`config.mk`:
```
export PLATFORM = sky130hd
export DESIGN_NAME = fetch_stage
export DESIGN_NICKNAME = d
export VERILOG_FILES = /design/src/rtl/fetch_stage.sv
export SDC_FILE = /design/constraint.sdc
export NUM_CORES = 1
export LEC_CHECK = 0
export ABC_CLOCK_PERIOD_IN_PS = 2250
export CORE_AREA = 2 2 110 112
export CTS_BUF_LIST = sky130_fd_sc_hd__clkbuf_8
export DETAILED_ROUTE_END_ITERATION = 8
export DIE_AREA = 0 0 112 114
export PLACE_DENSITY = 0.83
export SYNTH_ARGS = -nofsm -noshare
export SYNTH_HDL_FRONTEND = slang
export SYNTH_SLANG_ARGS = --single-unit
export TNS_END_PERCENT = 30
```
`constraint.sdc`:
```
create_clock -name clk -period 2.25 [get_ports clk]
set_clock_uncertainty 0.2 [all_clocks]
set_input_delay 0.45 -clock clk [delete_from_list [all_inputs] [get_ports clk]]
set_output_delay 0.45 -clock clk [all_outputs]
set_load 0.005 [all_outputs]
```
`src/rtl/fetch_stage.sv`:
```
// Instruction-fetch stage with PC register, next-PC selection and IF/ID pipeline register.
// Optional stall/flush performance counters are enabled by defining FETCH_PERF_CNT_EN.
module fetch_stage #(
    parameter logic [31:0] RESET_PC = 32'h0000_0000,
    parameter int          PC_STEP  = 4,
    parameter int          CNT_W    = 16
) (
    input  logic             clk,
    input  logic             reset_n,
    input  logic             PCWrite,
    input  logic             IF_ID_WriteEn,
    input  logic             branch_taken,
    input  logic [31:0]      branch_target,
    input  logic             jump_en,
    input  logic [31:0]      jump_target,
    input  logic [31:0]      imem_rdata,
    output logic [31:0]      imem_addr,
    output logic [31:0]      IF_ID_Instr,
    output logic [31:0]      IF_ID_PCplus4,
    output logic             IF_ID_Valid,
`ifdef FETCH_PERF_CNT_EN
    output logic [CNT_W-1:0] stall_cnt,
    output logic [CNT_W-1:0] flush_cnt,
`endif
    output logic             fetch_fault
);

    logic [31:0] pc_q, pc_d;
    logic [31:0] instr_q, instr_d;
    logic [31:0] pcp4_q, pcp4_d;
    logic        valid_q, valid_d;
    logic        fault_q, fault_d;

    logic [31:0] pc_plus_step;
    logic        jump_accept;
    logic        flush;
    logic        misaligned;

    assign pc_plus_step = pc_q + 32'(PC_STEP);
    assign jump_accept  = jump_en & PCWrite;
    assign flush        = branch_taken | jump_accept;
    assign misaligned   = branch_taken ? (|branch_target[1:0])
                        : jump_accept  ? (|jump_target[1:0])
                        : 1'b0;

    // NOTE: every signal assigned here gets a default first, so no path leaves it unassigned and no latch is inferred.
    always_comb begin
        pc_d    = pc_q;
        instr_d = instr_q;
        pcp4_d  = pcp4_q;
        valid_d = valid_q;
        fault_d = fault_q | misaligned;

        // A branch resolved in EX is older than anything in ID, so it beats a stall.
        if (branch_taken) begin
            pc_d = {branch_target[31:2], 2'b00};
        end else if (jump_accept) begin
            pc_d = {jump_target[31:2], 2'b00};
        end else if (PCWrite) begin
            pc_d = pc_plus_step;
        end

        if (flush) begin
            instr_d = 32'h0;
            pcp4_d  = 32'h0;
            valid_d = 1'b0;
        end else if (IF_ID_WriteEn) begin
            instr_d = imem_rdata;
            pcp4_d  = pc_plus_step;
            valid_d = 1'b1;
        end
    end

    // NOTE: state registers use non-blocking assignments so every flop samples pre-edge values.
    always_ff @(posedge clk or negedge reset_n) begin
        if (!reset_n) begin
            pc_q    <= RESET_PC;
            instr_q <= 32'h0;
            pcp4_q  <= 32'h0;
            valid_q <= 1'b0;
            fault_q <= 1'b0;
        end else begin
            pc_q    <= pc_d;
            instr_q <= instr_d;
            pcp4_q  <= pcp4_d;
            valid_q <= valid_d;
            fault_q <= fault_d;
        end
    end

    assign imem_addr     = pc_q;
    assign IF_ID_Instr   = instr_q;
    assign IF_ID_PCplus4 = pcp4_q;
    assign IF_ID_Valid   = valid_q;
    assign fetch_fault   = fault_q;

`ifdef FETCH_PERF_CNT_EN
    logic [CNT_W-1:0] stall_cnt_q, flush_cnt_q;

    // Both counters saturate at all-ones rather than wrapping.
    always_ff @(posedge clk or negedge reset_n) begin
        if (!reset_n) begin
            stall_cnt_q <= '0;
            flush_cnt_q <= '0;
        end else begin
            if (!PCWrite && !branch_taken && (stall_cnt_q != '1)) begin
                stall_cnt_q <= stall_cnt_q + 1'b1;
            end
            if (flush && (flush_cnt_q != '1)) begin
                flush_cnt_q <= flush_cnt_q + 1'b1;
            end
        end
    end

    assign stall_cnt = stall_cnt_q;
    assign flush_cnt = flush_cnt_q;
`endif

endmodule

```
### Word level (Yosys, flattened, before mapping)

Cells that the tools add are included.

* output and inout bits: 98
* word-level logic and storage cells: 24
* bits in registers: 98

* reductions and logical operators: 4
* mux-type cells: 11
* bitwise logic cells: 3
* $add $sub $neg: 1

Operators by type and width (count)
* $mux W32: 7
* $add A32 B3 Y32 const B: 1
* $mux W1: 4
* $reduce_or A2 Y1: 2
* $reduce_bool A3 Y1: 1
* $or A1 B1 Y1: 2
* $reduce_bool A2 Y1: 1
* $and A1 B1 Y1: 1

### Longest topological paths before layout

Gate-level depths: netlist (run 1).

* depth after elaboration: 4
* gate-level depth with buffers: 7

### Worst setup path before layout (run 1)

Ideal clock, no wire load.

* kind: register to register
* from: reg pc_q[2], in the netlist imem_addr[2]
* to: reg pc_q[12], in the netlist imem_addr[12]
* stages on the path, launching flop included: 7
* slack: 0.134 ns
* arrival: 1.790 ns
* clock period less this slack: 2.116 ns
* setup time: 0.127 ns
* required time: 1.923 ns
* cell sequence: dfrtp_1 ha_1 nand2_1 or2_2 nor4_1 a21oi_1 o2bb2a_1

* word-level cells in the longest chain between the ends: 4

RTL lines
* from (decl): RTL line 28 `logic [31:0] pc_q, pc_d;`
* from (signal assigned): RTL line 83 `pc_q <= pc_d;`
* $add A32 B3 Y32: RTL line 39 `assign pc_plus_step = pc_q + 32'(PC_STEP);`
* $mux W32: RTL line 59 `end else if (PCWrite) begin`
* $mux W32: RTL line 57 `end else if (jump_accept) begin`
* $mux W32: RTL line 55 `if (branch_taken) begin`

No other way between the ends. The select of a mux whose other input is x is not followed.
A chain may end at the register's enable or synchronous reset.

### Worst setup path in the final report (run 1)

* from: reg pc_q[4], in the netlist imem_addr[4]
* to: out imem_addr[4]

RTL lines
* to (decl): RTL line 17 `output logic [31:0] imem_addr,`

No word-level cell between the ends.

==> results.md, run 1 <==
GRT:
- The first global-routing pass estimated 26200 microns of wire.
- The global routing's busiest layer is met2.
- The fraction of met1 tracks used by global routing is 34.1%.
- The initial antenna violation count is 0.
- The number of global-route vias before repair is 5164.
- The sum of overflow across all layers after global routing is 0.
- The overall routing resource usage is 25.9%.
- For this run, global-route usage on met3 was measured as 3.67%.
- The routing usage on met2 is 43.7%.
- The maximum number of pins on one net before global-route repair is 53.

Clock network:
- TritonCTS built the clock tree.
- Counting every sink on the clock net gives 94.
- Counting the buffers created by CTS gives 9.
- The register clock-pin slew on the reported worst setup and hold paths is 0.10 ns.
- At the later pin of the worst-skew pair, clock insertion delay measures 0.38 ns.
- The number of setup buffers added after CTS is 0.
- Clock tree synthesis selected as its root buffer the cell sky130_fd_sc_hd__clkbuf_8.
- The count of H-tree levels built during CTS is 3.
- Counting along the longest clock path gives a buffer depth of 2.

Floorplanning:
- The area of the die is 12800 sq um.
- The effective utilization at floorplan is 43.5%.
- The region available for standard cell placement spans 11700 sq um.
- The number of primary I/O pins is 200.
- The width of the die is 112 microns.
- The die boundary height is 114 microns.
- The number of placement rows is 40.

Critical path:
- The delay contributed by the slowest stage of the critical path is 0.57 ns.
- On the critical path the largest part of the delay comes from buffers and inverters.
- The signal on the critical path passes through clkdlybuf4s50_1.
- The worst setup path is captured at an output pin.
- Data on the critical path is required at its endpoint by 1.60 ns.
- The maximum fanout along the worst path is 8.
- The critical-path cell with the highest stage delay is sky130_fd_sc_hd__clkdlybuf4s50_1.
- Data arrives at the worst endpoint at 1.48 ns.
- The critical path is of the flip-flop to output pin type.
- Together, buffers and inverters on the worst path number 1.
- The element type at the critical path start is a flip-flop.

Synthesis:
- Among all cell types in the netlist, the one instantiated most often is sky130_fd_sc_hd__dfrtp_1.
- By area the synthesized netlist is led by sky130_fd_sc_hd__dfrtp_1 (46%), sky130_fd_sc_hd__mux2i_1 (7.1%), sky130_fd_sc_hd__nor2_1 (5.3%), sky130_fd_sc_hd__o21ai_0 (5.3%), sky130_fd_sc_hd__a21oi_1 (4.8%).
- The netlist area before placement is 5090 sq um.
- The post-synthesis instance total is 568.
- The synthesized netlist contains 47 unique library cells.
- The number of warning messages in the yosys log is 0.
- The most instantiated flip-flop cell in the synthesis netlist is sky130_fd_sc_hd__dfrtp_1.
- The proportion of netlist area held by the largest area contributor is 46.2%.
- Sequential cells were found to cover 46.2% of the synthesized design area.
- The average size of a mapped cell is 8.96 sq um.
- Counting flops and latches in the post-synthesis netlist gives 94.
- The commonest cells after synthesis are sky130_fd_sc_hd__dfrtp_1 (94), sky130_fd_sc_hd__nor2_1 (72), sky130_fd_sc_hd__o21ai_0 (54).
- Of all flip-flops after synthesis, the portion carrying an async set or reset was 100%.
- The cell type with the largest total area after synthesis is sky130_fd_sc_hd__dfrtp_1.
- The count of flip-flops with a built-in enable after synthesis is 0.

Routing:
- For this run, design rule violations remaining after detail routing come to 0.
- The first detailed-routing pass took 6 iterations.
- The average via count per standard cell is 5.58.
- The detailed-route wire length per cell is 17.7 microns.
- The total number of vias is 5258.
- The detailed router finished its first iteration with 342 violations.
- The final routed wirelength across all metal layers is 16700 microns.
- Once detail routing completed, the nets flagged for antenna violations numbered 0.

Power:
- The switching fraction of total power is 30.5%.
- The cell-internal power is 3120 uW.
- The clock network burns 26.6% of the power.
- The part of the total power dissipated in combinational logic is 29.3%.
- The maximum vdd ir drop is 0.398 mV.
- The power density over the cells is 576 nW/um^2.
- The sequential power share is 44.1%.
- The static leakage is 0.00342 uW.
- The switching component of the power is 1370 uW.

STA:
- For the pin with the worst max-slew slack, the measured transition is 0.615 ns.
- The hold violation count in the final report is 0.
- Setup repair after global routing left no endpoint under its margin.
- After routing, the total negative slack on setup checks comes to 0 ns.
- The final critical-path required period is 2.13 ns.
- The final count of pins violating max slew is 0.
- The relative max-transition margin is 58.6%.
- The highest attainable clock frequency is 468 MHz.
- The final setup violation count is 0.
- After layout, the worst setup slack is 0.116 ns.
- After layout, the worst path uses 94.9% of the clock period.

Placed design:
- The wire-length estimate of the detail-placed layout is 12700 microns.
- The number of input and output port buffers inserted is 195.
- The post-place setup slack is 0.0229 ns.
- At the end of routability-driven placement, the weighted congestion stood at 0.935.
- The instance count after placement with tap cells included is 925.

Flow run:
- The number of maximum-capacitance violations is 0.

Finish:
- Of the cells placed in the final design, the portion with a size suffix greater than 1 is 11.7%.
- The number of fill cells is 935.
- The repair_antennas step left the layout with diodes totalling 0.
- The finished layout holds 942 standard cells, fillers aside.
- The total number of nets in the final design is 893.
- Compared with the post-synthesis result, the final layout area differs by 53.2%.

Hold path:
- The min-delay analysis places its worst path in the category flip-flop to flip-flop.

Outcome:
- The flow ran to the end, and the final reports show no timing, DRC or antenna violations.
-- sequential cells by signal (all words and copies together), names as in the netlist --
register       flops
IF_ID_Instr       32
IF_ID_PCplus4     30
imem_addr         30
IF_ID_Valid        1
fetch_fault        1
-- stage by stage --
step	hold WS (ns)	power, uW	instance area, sq um	utilization [%]
finish	0.313	4490	7790	66.6
global route	0.335	4690	7790	66.6
CTS	0.319	4490	7770	66.3
detailed placement	0.258	3300	7550	64.5
global placement	0.241	3260	7550	64.5
floorplan	-0.0456	2500	5100	-
-- path summary, 6_finish.rpt --
path                                    to  slack [ns]  cells past startpoint         start
min in group asynchronous   IF_ID_Instr[5]        0.39                      2       reset_n
setup reg to reg             imem_addr[16]        0.13                      7  imem_addr[2]
hold / removal                 IF_ID_Valid        0.31                      2   IF_ID_Valid
setup / recovery              imem_addr[4]        0.12                      1  imem_addr[4]
max in group asynchronous  IF_ID_Instr[20]        0.79                      3       reset_n
hold reg to reg                IF_ID_Valid        0.31                      2   IF_ID_Valid
-- worst reg2reg max path, cell delays in order, from the launching register on --
cell                       delay (ns)
sky130_fd_sc_hd__dfrtp_1         0.37
sky130_fd_sc_hd__ha_2            0.25
sky130_fd_sc_hd__nand2_1         0.11
sky130_fd_sc_hd__or2_2           0.36
sky130_fd_sc_hd__nor3_1          0.27
sky130_fd_sc_hd__buf_4           0.18
sky130_fd_sc_hd__o21ai_0         0.07
sky130_fd_sc_hd__o2bb2a_1        0.24
-- area by class of cell --
type	instances	area [sq um]	area share, %
Clock buffer	10	138	1.77
Clock inverter	6	67.6	0.867
Inverter	20	75.1	0.963
Multi-Input combinational cell	416	2540	32.5
Sequential cell	94	2350	30.2
Tap cell	147	184	2.36
Timing Repair Buffer	249	2440	31.3
-- power groups by stage --
| stage | logic [uW] | clock network [uW] | registers, uW |
|---|---|---|---|
| 2_1_floorplan | 488 | 0 | 2020 |
| 3_3_place_gp | 1260 | 0 | 2000 |
| 3_5_place_dp | 1300 | 0 | 2010 |
| 4_1_cts | 1310 | 1210 | 1970 |
| 5_1_grt | 1420 | 1280 | 2000 |
| 6_report | 1310 | 1200 | 1980 |
-- cell usage in the layout, fill, tap and decap left out, types with 7 or more instances in the layout --
| master | synthesis | routed |
|---|---|---|
| sky130_fd_sc_hd__a211oi_1 | 7 | 7 |
| sky130_fd_sc_hd__a31oi_1 | 13 | 13 |
| sky130_fd_sc_hd__nor2_1 | 72 | 71 |
| sky130_fd_sc_hd__clkbuf_8 | 0 | 10 |
| sky130_fd_sc_hd__o21ai_0 | 54 | 54 |
| sky130_fd_sc_hd__a21oi_1 | 49 | 48 |
| sky130_fd_sc_hd__buf_12 | 0 | 7 |
| sky130_fd_sc_hd__xnor2_1 | 20 | 20 |
| sky130_fd_sc_hd__buf_4 | 4 | 48 |
| sky130_fd_sc_hd__a2bb2oi_1 | 10 | 10 |
| sky130_fd_sc_hd__and3_1 | 10 | 10 |
| sky130_fd_sc_hd__nand3_1 | 19 | 19 |
| sky130_fd_sc_hd__nand2_1 | 43 | 42 |
| sky130_fd_sc_hd__dfrtp_1 | 94 | 94 |
| sky130_fd_sc_hd__nand4_1 | 8 | 8 |
| sky130_fd_sc_hd__mux2i_1 | 36 | 36 |
| sky130_fd_sc_hd__clkdlybuf4s50_1 | 0 | 193 |
| sky130_fd_sc_hd__inv_1 | 19 | 20 |
| sky130_fd_sc_hd__nor3_1 | 11 | 11 |
-- cells by family (layout without fill, tap and decap cells) --
group / count (synthesis) / in the layout / synth area share (%)
fa+ha+maj: 1 / 1 / 0.246
simple gates: 197 / 197 / 19.6
xor+xnor: 24 / 24 / 4.13
flops: 94 / 94 / 46.2
compound gates: 153 / 153 / 17.6
buf+inv: 61 / 285 / 4.82
other cells: 1 / 4 / 0.0737
mux: 37 / 37 / 7.30
-- what timing repair did --
action	CTS	global route
endpoints found under the setup margin	0	12
hold endpoints to repair	34	0
resized for setup	0	6
hold buffers	1	0
-- routing by layer --
metal / share of wire (%) / wire length, microns
met2: 50 / 8340
met3: 6.6 / 1090
met5: 0 / 0
met1: 41 / 6830
met4: 2.4 / 397
No activity file was read; power rests on OpenSTA's default activity.
==> run 2: changes to the inputs <==
CAP_MARGIN = 10   (was unset)
==> results of run 2 <==
No change in the layout: final DEF, timing and power equal those of run 1.
